`config.mk`:
```
export PLATFORM = sky130hd
export DESIGN_NAME = pulse_burst_sequencer
export DESIGN_NICKNAME = d
export VERILOG_FILES = /design/src/rtl/pulse_burst_sequencer.sv
export SDC_FILE = /design/constraint.sdc
export NUM_CORES = 1
export LEC_CHECK = 0
export CAP_MARGIN = 20
export CORE_AREA = 2 2 146 163
export CTS_BUF_LIST = sky130_fd_sc_hd__clkbuf_4
export DETAILED_ROUTE_END_ITERATION = 8
export DIE_AREA = 0 0 148 165
export GPL_ROUTABILITY_DRIVEN = 0
export REMOVE_ABC_BUFFERS = 1
export SYNTH_ARGS = -nofsm -noshare
export SYNTH_HDL_FRONTEND = slang
export SYNTH_SLANG_ARGS = --single-unit
```
`constraint.sdc`:
```
create_clock -name clk_i -period 4.25 [get_ports clk_i]
set_input_delay 0.85 -clock clk_i [delete_from_list [all_inputs] [get_ports clk_i]]
set_output_delay 0.85 -clock clk_i [all_outputs]
set_load 0.02 [all_outputs]
```
`src/rtl/pulse_burst_sequencer.sv`:
```
// Burst sequencer: on a start edge, latches on-time/period/count and issues one
// single-cycle trigger per effective period to a downstream square-wave generator.
module pulse_burst_sequencer #(
   parameter int WIDTH       = 32,
   parameter int COUNT_WIDTH = 16
) (
   input  logic                   clk_i,
   input  logic                   rst_ni,
   input  logic                   start_i,
   input  logic                   abort_i,
   input  logic [WIDTH-1:0]       on_cycles_i,
   input  logic [WIDTH-1:0]       period_i,
   input  logic [COUNT_WIDTH-1:0] n_pulses_i,
   output logic                   trig_o,
   output logic [WIDTH-1:0]       on_cycles_o,
   output logic                   busy_o,
   output logic                   done_o,
   output logic [COUNT_WIDTH-1:0] pulses_sent_o
);

   typedef enum logic {
      IDLE,
      RUN
   } state_e;

   state_e                 state_q, state_d;
   logic                   start_q;
   logic                   start_e;
   logic [WIDTH:0]         on_plus2;
   logic [WIDTH:0]         period_ext;
   logic [WIDTH:0]         p_eff;
   logic [WIDTH:0]         period_q, period_d;
   logic [WIDTH:0]         cnt, cnt_d;
   logic [COUNT_WIDTH-1:0] n_q, n_d;
   logic [COUNT_WIDTH-1:0] pulses_d;
   logic [WIDTH-1:0]       on_d;
   logic                   trig_d, done_d, busy_d;

   assign start_e = start_i & ~start_q;

   // The period is widened by one bit so on_cycles + 2 never wraps, even at all-ones.
   assign on_plus2   = {1'b0, on_cycles_i} + (WIDTH+1)'(2);
   assign period_ext = {1'b0, period_i};
   assign p_eff      = (period_ext > on_plus2) ? period_ext : on_plus2;

   always_comb begin
      state_d  = state_q;
      period_d = period_q;
      cnt_d    = cnt;
      n_d      = n_q;
      pulses_d = pulses_sent_o;
      on_d     = on_cycles_o;
      trig_d   = 1'b0;
      done_d   = 1'b0;
      busy_d   = busy_o;
      case (state_q)
         IDLE: begin
            busy_d = 1'b0;
            if (start_e && !abort_i) begin
               if (n_pulses_i != '0) begin
                  n_d      = n_pulses_i;
                  period_d = p_eff;
                  on_d     = on_cycles_i;
                  trig_d   = 1'b1;
                  pulses_d = COUNT_WIDTH'(1);
                  cnt_d    = p_eff - (WIDTH+1)'(1);
                  busy_d   = 1'b1;
                  state_d  = RUN;
               end else begin
                  pulses_d = '0;
                  done_d   = 1'b1;
               end
            end
         end
         RUN: begin
            // Abort takes priority over counting, triggering and completion.
            if (abort_i) begin
               busy_d  = 1'b0;
               state_d = IDLE;
            end else if (cnt != '0) begin
               cnt_d = cnt - (WIDTH+1)'(1);
            end else if (pulses_sent_o < n_q) begin
               trig_d   = 1'b1;
               pulses_d = pulses_sent_o + COUNT_WIDTH'(1);
               cnt_d    = period_q - (WIDTH+1)'(1);
            end else begin
               done_d  = 1'b1;
               busy_d  = 1'b0;
               state_d = IDLE;
            end
         end
         default: begin
            busy_d  = 1'b0;
            state_d = IDLE;
         end
      endcase
   end

   always_ff @(posedge clk_i or negedge rst_ni) begin
      if (!rst_ni) begin
         state_q       <= IDLE;
         start_q       <= 1'b0;
         period_q      <= '0;
         cnt           <= '0;
         n_q           <= '0;
         pulses_sent_o <= '0;
         on_cycles_o   <= '0;
         trig_o        <= 1'b0;
         done_o        <= 1'b0;
         busy_o        <= 1'b0;
      end else begin
         state_q       <= state_d;
         start_q       <= start_i;
         period_q      <= period_d;
         cnt           <= cnt_d;
         n_q           <= n_d;
         pulses_sent_o <= pulses_d;
         on_cycles_o   <= on_d;
         trig_o        <= trig_d;
         done_o        <= done_d;
         busy_o        <= busy_d;
      end
   end

endmodule

```
* After elaboration in Yosys (flattened, before gate mapping)
Index checks and enable logic that the tools add are counted.
** Word-level totals
- Flip-flop bits (word level) :: 135
- Bits of input ports :: 84
- Output and inout bits :: 51
- Word-level logic and storage cells :: 68
** Operators by class
- $add $sub $neg :: 5
- Magnitude comparators :: 2
- Eq/ne operators :: 8
- Multiplexer cells :: 32
- Bitwise gates (word level) :: 3
- Reductions and logical operators :: 8
** Operators with widths (number)
- 2-to-1 mux 33 bit :: 6
- subtractor 33 x 1 -> 33 bit, second input constant :: 3
- case mux 33 bit (2 select lines) :: 1
- 2-to-1 mux 16 bit :: 4
- adder 32 x 2 -> 33 bit, second input constant :: 1
- greater-than comparator 32 x 33 -> 1 bit :: 1
- nonzero test 33 bit :: 1
- case mux 16 bit (2 select lines) :: 1
- adder 16 x 1 -> 16 bit, second input constant :: 1
- less-than comparator 16 bit :: 1
- 2-to-1 mux 1 bit :: 16
- nonzero test 16 bit :: 1
- inequality test 2 bit, second input constant :: 4
- case mux 1 bit (2 select lines) :: 4
- AND reduction 4 bit :: 2
- inequality test 3 bit, second input constant :: 2
- inequality test 3 x 1 -> 1 bit, second input constant :: 1
- AND reduction 3 bit :: 1
- inequality test 2 x 1 -> 1 bit, second input constant :: 1
- NOT 1 bit :: 2
- AND reduction 2 bit :: 1
- bitwise AND 1 bit :: 1
- logical AND 1 bit :: 1
- zero test 1 bit :: 1

* Depth between registers and ports, before layout
- Word-level depth :: 7
- Mapped depth :: 28
- Mapped depth without buffers :: 21

* Least setup slack after synthesis
Ideal clock, no wire load.
- Path kind :: input to register
- Start :: input on_cycles_i[5]
- End :: register cnt[32]
- Setup time :: 82 ps
- Arrival :: 6472 ps
- Required time :: 4168 ps
- Path slack :: -2304 ps
- Cell stages on the path :: 26
- Buffers on the path :: 7
- Cells stage by stage :: and4_1 -> clkbuf_1 -> nand2_1 -> or4b_2 -> and2_1 -> ha_1 -> nand4_1 -> nand4bb_1 -> or3_1 -> and4b_1 -> buf_2 -> a21o_1 -> buf_6 -> buf_4 -> buf_2 -> buf_1 -> buf_1 -> nand2_1 -> o21ai_0 -> o21ai_0 -> ha_1 -> o2111ai_1 -> nor4_4 -> nand3_1 -> or4_1 -> a31oi_1
** On the way
- Longest elaborated chain between the ends :: 7
** Ends and longest elaborated chain
- from (decl) :: line 11 : input logic [WIDTH-1:0] on_cycles_i,
- adder 32 x 2 -> 33 bit * :: line 42 : assign on_plus2 = {1'b0, on_cycles_i} + (WIDTH+1)'(2);
- greater-than comparator 32 x 33 -> 1 bit :: line 44 : assign p_eff = (period_ext > on_plus2) ? period_ext : on_plus2;
- 2-to-1 mux 33 bit * :: line 44
- subtractor 33 x 1 -> 33 bit * :: line 66 : cnt_d = p_eff - (WIDTH+1)'(1);
- 2-to-1 mux 33 bit * :: line 60 : if (n_pulses_i != '0) begin
- 2-to-1 mux 33 bit * :: line 59 : if (start_e && !abort_i) begin
- case mux 33 bit (2 select lines) * :: line 56 : case (state_q)
- to (signal assigned) :: line 115 : cnt <= cnt_d;
- to (decl) :: line 33 : logic [WIDTH:0] cnt, cnt_d;
Mark *: on every way between the ends. The rest lies on a longest branch, timed or not. The select of a mux whose other input is x is not followed.
A chain may end at the register's enable or synchronous reset.

* Worst setup path after layout
- Start :: input on_cycles_i[9]
- End :: register cnt[21]
The elaborated chain is that of the path after synthesis.

==> reports/summary.txt <==
critical path's top delay family - simple AND/OR/NAND/NOR gates
Synth top cells by count - dfrtp_1 (135), nand2_1 (94), o21ai_0 (70), a21oi_1 (66), mux2_2 (66)
pwr dens - 333 mW/mm²
register-to-register setup slack - 910 ps
Final nets - 1,456
worst hold margin - 349 ps
Synth area leader - dfrtp_1
row cnt - 58
synthesized area - 0.00896 mm²
starting density of the core - 39.6%
routed vias - 8,826
setup violators final - 31
main area contributors after synthesis - dfrtp_1 (38%), mux2_2 (8.3%), ha_1 (7.0%), nand2_1 (3.9%), o21ai_0 (3.9%)
CP max FO - 6
Seq cells post-synth - 135
Async S/R FF share, synth - 100%
initial antenna violation count - 2
register share of total power - 40.4%
Synth Instances - 974
post-DP HPWL - 20.3 mm
sequential fraction of the synthesis area - 37.7%
Rel. slew slack - 35.6%
core area - 0.0226 mm²
failing checks - setup timing
Yosys cell types - 71
Critical R2R Capture - cnt[32]$_DFFE_PN0P_
Hold Buf Count CTS - 0
Ys Warns - 0
crit end category - flip-flop
Mapped Avg Cell Area - 9.20 µm²
first-pass GRT wire length - 45.2 mm
clock share of power - 20.4%
met2 GRT Util - 40.4%
Total Power - 4.47 mW
Clk Latency, worst-skew pair - 580 ps
GRT Max-Usage Layer - met2
status - finished with violations
most frequent cell after synthesis - dfrtp_1
fin. max-slew vios - 0
Routed Wire Length - 28.4 mm
routed len/inst - 17.3 µm
buffers added on ports - 134
RSZ-0062 raised after global routing - true
Buf/Inv on CP - 5
Sw Ratio - 36.9%
crit start category - input port
drt initial violations - 526
Critical Path Max Stage Delay - 490 ps
Reg2Reg Depth - 8
I/O pin cnt - 135
combinational share of power - 39.2%
max-capacitance violation count - 0
area added between synthesis and finish - 49.9%
Total GRT Usage - 23.2%
total CTS buffers - 17
CTS tree - done
NetSw - 1.65 mW
ys flop type - dfrtp_1
largest net degree at the start of global routing - 100
maximum vdd drop - 182 µV
CP max stage cell - or4_4
Clock Skew - 23.2 ps
total die area - 0.0244 mm²
Clock Sinks - 135
drc violations - 0
share of layout cells above drive strength 1 - 34.6%
antenna viol nets, final - 0
CTS root buf - clkbuf_4
setup ws final - -916 ps
CTS max path bufs - 2
DRT Pass-1 Iters - 5
post-synth top area share - 37.7%
WS Path Type - in2reg
Die Span X - 148 µm
CTS clk-pin slew, worst paths - 150 ps
EDFF count, synth - 0
worst path cell trace - buf_6 > nand4_1 > or3_4 > or4_4 > and2_4 > ha_4 > nand4_1 > nand4bb_4 > or3_4 > and4b_1 > a21o_4 > buf_6 > buf_12 > buf_8 > a311oi_4 > buf_4 > o31a_1 > and3_4 > nand3_1 > or4_1 > a31oi_1
min-delay worst type - in2async
vias in the first global route - 8,729
Worst EP arrival - 5670 ps
fmax - 194 MHz
htree depth - 4
Leak Pwr - 5.86 nW
grt ovf - 0
met1 Resource Use GR - 29.7%
Final Cycle Share - 122%
time the worst path needs with I/O delays and setup - 5170 ps
GR Util met3 - 4.48%
final hold viol count - 0
CP required - 4750 ps
Die Ht - 165 µm
Slew @ Worst Pin - 966 ps
WP depth - 21
worst reg2reg path startpoint - state_q$_DFF_PN0_
internal power - 2.82 mW
drt via density - 5.39
-- metal layers --
metal  wire [µm]  part of all wire, %
met1       12400                   44
met2       13900                   49
met3        1460                  5.1
met4         613                  2.2
met5          13                0.046
-- worst reg2reg max path, stage by stage, from the launching register on --
cell	delay, ps
dfrtp_2	860
clkinv_1	530
buf_4	340
nor2_1	140
nand3_1	90
a21o_1	190
or4b_4	500
or4_1	470
a31oi_1	160
-- metrics by stage --
stage | worst slack (ps) | setup TNS (ps) | instance area, µm² | instances | util [%]
after CTS | -876 | -20110 | 13100 | 1629 | 57.7
after detailed placement | -2260 | -87790 | 12100 | 1567 | 53.3
after global routing | -1130 | -28620 | 13400 | 1638 | 59.3
after floorplan | -3340 | -208210 | 8760 | 926 | -
after global placement | -2150 | -80910 | 12100 | 1567 | 53.3
final | -916 | -22720 | 13400 | 1638 | 59.3
-- layout by cell type, fill, tap and decap left out, types with 19 or more instances in the layout --
cell               n
a21oi_1           59
buf_4            211
buf_6             29
clkdlybuf4s50_1  112
dfrtp_1          134
ha_1              43
inv_1             31
mux2_2            64
nand2_1           89
nand2b_1          19
nand3_1           20
nand4_1           24
nor2_1            47
o21ai_0           52
o31ai_1           31
xnor2_1           20
xor2_1            23
-- flip-flops by register name, summed over array words and instances, names as in the netlist --
name	count
busy_o	1
cnt	33
done_o	1
n_q	16
on_cycles_o	32
period_q	33
pulses_sent_o	16
start_q	1
state_q	1
trig_o	1
-- cells by family (layout without fill, tap and decap cells) --
kind of cell / count (synthesis) / count (layout) / synth area share (%)
compound gates: 251 / 251 / 17.7
xor+xnor: 54 / 54 / 5.28
fa+ha+maj: 50 / 50 / 6.98
buf+inv: 80 / 441 / 3.57
flops: 135 / 135 / 37.7
mux: 74 / 74 / 9.18
other cells: 0 / 3 / 0
simple gates: 330 / 330 / 19.6
-- repair_timing --
item	4_1_cts	5_1_grt
gates resized for setup	177	77
gates cloned	2	0
setup endpoints to repair	60	38
pin swaps	42	44
setup buffers	30	18
-- area by class of cell --
class                           instances  area, µm²
Fill cell                            1994       9210
Clock buffer                           17        128
Multi-Input combinational cell        759       5940
Tap cell                              300        375
Clock inverter                         15        158
Inverter                               32        120
Antenna cell                            3       7.51
Timing Repair Buffer                  377       3330
Sequential cell                       135       3380
-- how the worst max path moves through the flow --
stage,start,to,slack (ps)
finish,on_cycles_i[9],cnt[21]$_DFFE_PN0P_,-920
global route,on_cycles_i[9],cnt[32]$_DFFE_PN0P_,-1130
CTS,on_cycles_i[10],cnt[32]$_DFFE_PN0P_,-880
detailed placement,on_cycles_i[9],cnt[32]$_DFFE_PN0P_,-2260
global placement,on_cycles_i[9],cnt[32]$_DFFE_PN0P_,-2150
floorplan,state_q$_DFF_PN0_,cnt[29]$_DFFE_PN0P_,-3340
-- power by group through the flow --
stage | logic, mW | clock network (mW) | registers, mW
after detailed placement | 1.52 | 0 | 1.82
after floorplan | 0.728 | 0 | 1.86
final | 1.76 | 0.910 | 1.81
after global routing | 1.92 | 1.00 | 1.85
after global placement | 1.49 | 0 | 1.82
after CTS | 1.66 | 0.933 | 1.80
Power figures use the tool's default switching activity.
